$ cat src/rtl/rsa_operand_loader.sv
`default_nettype none
// ============================================================================
// Module   : rsa_operand_loader
// Purpose  : Deserialises the host word stream into the RSA operands M, E, N
//            (MSW first), tracks the exponent's leading-one index, rejects
//            even moduli and hands the operand set to the core via valid/ready.
// Revision : 1.0 - initial release
// ============================================================================
module rsa_operand_loader #(
    parameter int WORD_W = 32,
    parameter int KEY_W  = 256,
    parameter int IDX_W  = 8
) (
    input  logic              clk,
    input  logic              rst,
    input  logic              enable,
    input  logic [WORD_W-1:0] data,
    output logic              op_valid,
    input  logic              op_ready,
    output logic [KEY_W-1:0]  msg,
    output logic [KEY_W-1:0]  exp,
    output logic [KEY_W-1:0]  mod,
    output logic [IDX_W-1:0]  exp_msb_idx,
    output logic              exp_zero,
    output logic              err_mod_even,
    output logic              abort
);

    localparam int WORDS = KEY_W / WORD_W;
    localparam int SLOTS = 3 * WORDS;
    localparam int CNT_W = $clog2(SLOTS);
    localparam int P_W   = $clog2(WORD_W);

    localparam logic [CNT_W-1:0] c_last_slot = CNT_W'(SLOTS - 1);
    localparam logic [CNT_W-1:0] c_exp_lo    = CNT_W'(WORDS);
    localparam logic [CNT_W-1:0] c_exp_hi    = CNT_W'(2 * WORDS);

    typedef enum logic [2:0] {
        IDLE      = 3'd0,
        ARM       = 3'd1,
        LOAD      = 3'd2,
        VALID     = 3'd3,
        WAIT_DROP = 3'd4
    } state_t;

    state_t             r_state;
    state_t             w_state_nxt;
    logic [CNT_W-1:0]   r_cnt;
    logic [KEY_W-1:0]   r_msg;
    logic [KEY_W-1:0]   r_exp;
    logic [KEY_W-1:0]   r_mod;
    logic [IDX_W-1:0]   r_idx;
    logic               r_exp_zero;
    logic               r_err;
    logic               r_abort;

    logic               w_capture;
    logic               w_last;
    logic               w_abort;
    logic               w_err;
    logic [CNT_W-1:0]   w_slot;
    logic               w_exp_word;
    logic [P_W-1:0]     w_p;
    logic [IDX_W-1:0]   w_word_num;
    logic [IDX_W-1:0]   w_idx;

    // The arm-to-load edge always carries word 0; afterwards the counter names the slot.
    assign w_slot     = (r_state == ARM) ? '0 : r_cnt;
    assign w_exp_word = (w_slot >= c_exp_lo) && (w_slot < c_exp_hi);

    // Leading-one position within the current host word.
    always_comb begin
        w_p = '0;
        for (int i = 0; i < WORD_W; i++) begin
            if (data[i]) begin
                w_p = P_W'(i);
            end
        end
    end

    // Exponent word k sits at slot WORDS+k; its bit offset is (WORDS-1-k)*WORD_W.
    assign w_word_num = IDX_W'(2 * WORDS - 1) - IDX_W'(w_slot);
    assign w_idx      = w_word_num * IDX_W'(WORD_W) + IDX_W'(w_p);

    // State register.
    always_ff @(posedge clk or posedge rst) begin
        if (rst) begin
            r_state <= IDLE;
        end else begin
            r_state <= w_state_nxt;
        end
    end

    // Next-state decode plus capture/pulse strobes.
    always_comb begin
        w_state_nxt = r_state;
        w_capture   = 1'b0;
        w_last      = 1'b0;
        w_abort     = 1'b0;
        w_err       = 1'b0;
        case (r_state)
            IDLE: begin
                if (enable) begin
                    w_state_nxt = ARM;
                end
            end
            ARM: begin
                if (enable) begin
                    w_capture   = 1'b1;
                    w_state_nxt = LOAD;
                end else begin
                    w_abort     = 1'b1;
                    w_state_nxt = IDLE;
                end
            end
            LOAD: begin
                if (!enable) begin
                    w_abort     = 1'b1;
                    w_state_nxt = IDLE;
                end else begin
                    w_capture = 1'b1;
                    if (r_cnt == c_last_slot) begin
                        w_last = 1'b1;
                        if (data[0]) begin
                            w_state_nxt = VALID;
                        end else begin
                            w_err       = 1'b1;
                            w_state_nxt = WAIT_DROP;
                        end
                    end
                end
            end
            VALID: begin
                if (op_ready) begin
                    w_state_nxt = enable ? WAIT_DROP : IDLE;
                end
            end
            WAIT_DROP: begin
                if (!enable) begin
                    w_state_nxt = IDLE;
                end
            end
            default: begin
                w_state_nxt = IDLE;
            end
        endcase
    end

    // Operand shift-in, slot counter, exponent index tracking and pulse outputs.
    always_ff @(posedge clk or posedge rst) begin
        if (rst) begin
            r_cnt      <= '0;
            r_msg      <= '0;
            r_exp      <= '0;
            r_mod      <= '0;
            r_idx      <= '0;
            r_exp_zero <= 1'b0;
            r_err      <= 1'b0;
            r_abort    <= 1'b0;
        end else begin
            r_err   <= w_err;
            r_abort <= w_abort;
            r_cnt   <= (w_capture && !w_last) ? w_slot + CNT_W'(1) : '0;
            if (w_capture) begin
                if (w_slot < c_exp_lo) begin
                    r_msg <= {r_msg[KEY_W-WORD_W-1:0], data};
                end else if (w_slot < c_exp_hi) begin
                    r_exp <= {r_exp[KEY_W-WORD_W-1:0], data};
                end else begin
                    r_mod <= {r_mod[KEY_W-WORD_W-1:0], data};
                end
            end
            if (w_capture && (r_state == ARM)) begin
                r_exp_zero <= 1'b1;
                r_idx      <= '0;
            end else if (w_capture && w_exp_word && r_exp_zero && (|data)) begin
                r_exp_zero <= 1'b0;
                r_idx      <= w_idx;
            end
        end
    end

    assign op_valid     = (r_state == VALID);
    assign msg          = r_msg;
    assign exp          = r_exp;
    assign mod          = r_mod;
    assign exp_msb_idx  = r_idx;
    assign exp_zero     = r_exp_zero;
    assign err_mod_even = r_err;
    assign abort        = r_abort;

endmodule
`default_nettype wire

$ cat config.mk
export PLATFORM = sky130hd
export DESIGN_NAME = rsa_operand_loader
export DESIGN_NICKNAME = d
export VERILOG_FILES = /design/src/rtl/rsa_operand_loader.sv
export SDC_FILE = /design/constraint.sdc
export NUM_CORES = 1
export LEC_CHECK = 0
export CORE_AREA = 5 5 314 316
export CTS_BUF_LIST = sky130_fd_sc_hd__clkbuf_2
export CTS_CLUSTER_DIAMETER = 50
export DETAILED_ROUTE_END_ITERATION = 10
export DIE_AREA = 0 0 319 321
export SLEW_MARGIN = 15
export SYNTH_ARGS = -nofsm -noshare
export SYNTH_HDL_FRONTEND = slang
export SYNTH_SLANG_ARGS = --single-unit
$ cat constraint.sdc
create_clock -name clk -period 25.2 [get_ports clk]
set_input_delay 5.04 -clock clk [delete_from_list [all_inputs] [get_ports clk]]
set_output_delay 5.04 -clock clk [all_outputs]
set_load 0.02 [all_outputs]
==> results.cfg <==
[route]
met3WireLength_um = 8600
number_of_iterations_in_the_first_detailed_routing_pass = 4
ant_nets = 0
highest_metal_layer_with_signal_wires = met5
drtIter0Drc = 870
via_count = 19100
met2_wirelength_um = 49400
wl_met1_um = 36800
vias_per_cell = 4.57
routed_wl_um = 97300
wl_per_cell_um = 23.3
remaining_drc_errors = 0

[sta]
setup_ws_ps = 17290
max_slew_headroom_pct = 23.9
worstMarginPinSlew_ps = 1140
clock.fmax_mhz = 126
worst_clock_skew_ps = 98.8
post-route-min-period_ps = 7910
finalHoldViolCount = 0
setup_repair_after_global_routing_missed_its_margin = no
report.final.setup_viol = 0
finalMaxSlewViolations = 0
tns_ps = 0
layout_worst_path_cycle_share_pct = 31.4

[synthesis]
synth.top_cells.by_count = 787 x dfrtp_1, 701 x mux2_2, 59 x mux2_1
netlist.top_cell.by_area = dfrtp_1
net_count_of_the_mapped_netlist = 1823
synth_warnings = 0
synth_seq_cells = 787
netlist_area_sq_um = 29900
synth.top_cell.area_share_pct = 66.0
synth_cells = 1785
synth-seq-area-share_pct = 66.0
per_instance_average_area_after_synthesis_sq_um = 16.7
synthMostInstantiatedCell = dfrtp_1
synth-edff-count = 0
netlist_top_cells_area = dfrtp_1 66%, mux2_2 26%, mux2_1 2.2%
yosysUniqueCellTypes = 52
yosys_most_used_dff = dfrtp_1
ys_async_sr_fraction_pct = 100

[placement]
dpl.hpwl_um = 71700
gp_congestion = 0.831
dp_slack_ps = 16000
buffer_ports.inserted = 815
postPlaceCellArea_sq_um = 39200

[pwr]
post-layout-total-power_uw = 3690
p_leak_uw = 0.0193
cellPowerDensity_nw_per_um2 = 89.9
peakVddDrop_uv = 81.5

[global_routing]
globalRoute.totalOverflow = 0
grt_pass1_wl_um = 142000
first_global_vias = 20800
grt_util_all_layers_pct = 18.5
grt_antenna_before_repair = 9
grt_max_degree = 169

[cells_and_area]
multi_input_gate_area_in_the_final_layout_sq_um = 9450
postLayoutCellArea_sq_um = 41000
seq_area_sq_um = 19700
syn_to_final_growth_pct = 37.5
num-nets-final = 2788
drive_gt1_share_pct = 36.8
n_fill_cell = 8849

[setup_path]
r2r-start = r_state[1]$_DFFE_PP0P_
worst-endpoint-required_ps = 20160
reg2reg_slack_ps = 21490
path_class = flip-flop to output pin
critPathLaunch = r_state[1]$_DFFE_PP0P_
worstPathCellList = and3b_1 > clkdlybuf4s50_1
critPathCaptureType = output pin
reg2regPathDepth = 6
crit_path_top_delay_cell = clkdlybuf4s50_1
endpoint_of_the_worst_slack_reg_to_reg_timing_path = msg[206]$_DFFE_PP0P_
setup.worst_path.start_class = flip-flop
worst-endpoint-arrival_ps = 2870
critical_path.max_stage_delay_ps = 700
timing.critical_path.fanout_max = 11
critical_path.endpoint = op_valid

[hold_path]
worstHoldPathType = flip-flop to flip-flop

[die]
top_level_ports = 816
initial_util_pct = 31.2
rows = 114
die_h_um = 321
die_w_um = 319
core_area_sq_um = 95700
die-area_sq_um = 102000

[clock_network]
postCtsHoldBufs = 0
cts_inserted_buffers = 206
cts.path.max_buffers = 3
cts_resized = 0
clkSlewWorstSetupHoldPaths_ps = 100
post-cts-setup-buffer-count = 0
clkSinkCount = 787
cts_root_buffer = clkbuf_2
cts_tree = built
clock_latency_reported_for_the_late_side_of_the_worst_skew_pair_ps = 1420
h_tree_depth = 4

[run]
timing.max_cap.violations = 0

[run_status]
status = finished, final reports clean
-- cell usage in the layout (no fill, tap or decap), drive strengths merged, types with 3 or more instances in the layout --
master and instances:
a211oi 3, a21oi 5, a31oi 3, buf 31
clkbuf 303, clkdlybuf4s50 815, clkinv 49, clkinvlp 3
dfrtp 787, diode 7, inv 12, mux2 760
nand2 20, nand2b 5, nand3 10, nor2 17
nor2b 5, nor3 6, nor4 6, nor4b 3
o21ai 18, o31ai 5, or3 3
-- worst max-delay path, delay by kind of cell, from the launching register on --
family	cells	cell delay, ps
buf+inv	1	700
flops	1	570
simple gates	1	220
-- sequential cells by signal (all words and copies together), names as in the netlist --
| signal | flops |
|---|---|
| exp_zero | 1 |
| r_cnt | 5 |
| r_state | 3 |
| err_mod_even | 1 |
| abort | 1 |
| msg | 256 |
| exp | 256 |
| mod | 256 |
| exp_msb_idx | 8 |
-- per-layer routing --
metal / vias up / GRT usage, %
li1: 8450 / -
met1: 9812 / 20.7
met2: 704 / 32.0
met3: 160 / 7.61
met4: 6 / 6.39
met5: - / 0
-- kinds of logic (layout without fill, tap and decap cells) --
group	count (synthesis)	in the layout	share of synthesized area (%)
muxes	760	760	28.7
adders and majority gates	2	2	0.0838
and+or+nand+nor	87	87	1.65
buffers and inverters	98	1215	2.41
other	0	7	0
DFF	787	787	66.0
xor gates and xnor gates	3	3	0.0880
AOI/OAI and AO/OA	48	48	1.12
-- stage by stage --
step,cells,hold WS (ps),utilization [%]
after floorplan,1785,457,-
after global placement,3818,484,40.9
after detailed placement,3818,492,40.9
after CTS,4178,490,42.9
after global routing,4179,509,42.9
final,4185,482,42.9
-- area by class of cell --
class | count | area share [%]
diodes | 7 | 0.0427
clock buffers | 303 | 3.69
clock inverters | 57 | 0.768
inverters | 9 | 0.0914
multi-input cells | 900 | 23.0
flip-flops and latches | 787 | 48.0
well taps | 1276 | 3.89
repair buffers | 846 | 20.5
-- report_power, final --
group / internal [uW] / total (uW) / switching, uW
Sequential: 1470 / 1650 / 172
Clock: 344 / 873 / 529
Combinational: 593 / 1170 / 579
Total: 2410 / 3690 / 1280
-- how the worst min path moves through the flow --
stage | from | to | slack (ps) | depth (start not counted)
5_1_grt | msg[207]$_DFFE_PP0P_ | msg[239]$_DFFE_PP0P_ | 510 | 1
2_1_floorplan | r_cnt[1]$_DFF_PP0_ | exp_msb_idx[6]$_DFFE_PP0P_ | 460 | 1
4_1_cts | mod[163]$_DFFE_PP0P_ | mod[195]$_DFFE_PP0P_ | 490 | 1
3_3_place_gp | mod[255]$_DFFE_PP0P_ | mod[255]$_DFFE_PP0P_ | 480 | 1
3_5_place_dp | msg[252]$_DFFE_PP0P_ | msg[252]$_DFFE_PP0P_ | 490 | 1
6_report | exp[14]$_DFFE_PP0P_ | exp[46]$_DFFE_PP0P_ | 480 | 1
(Power assumes the default switching activity.)
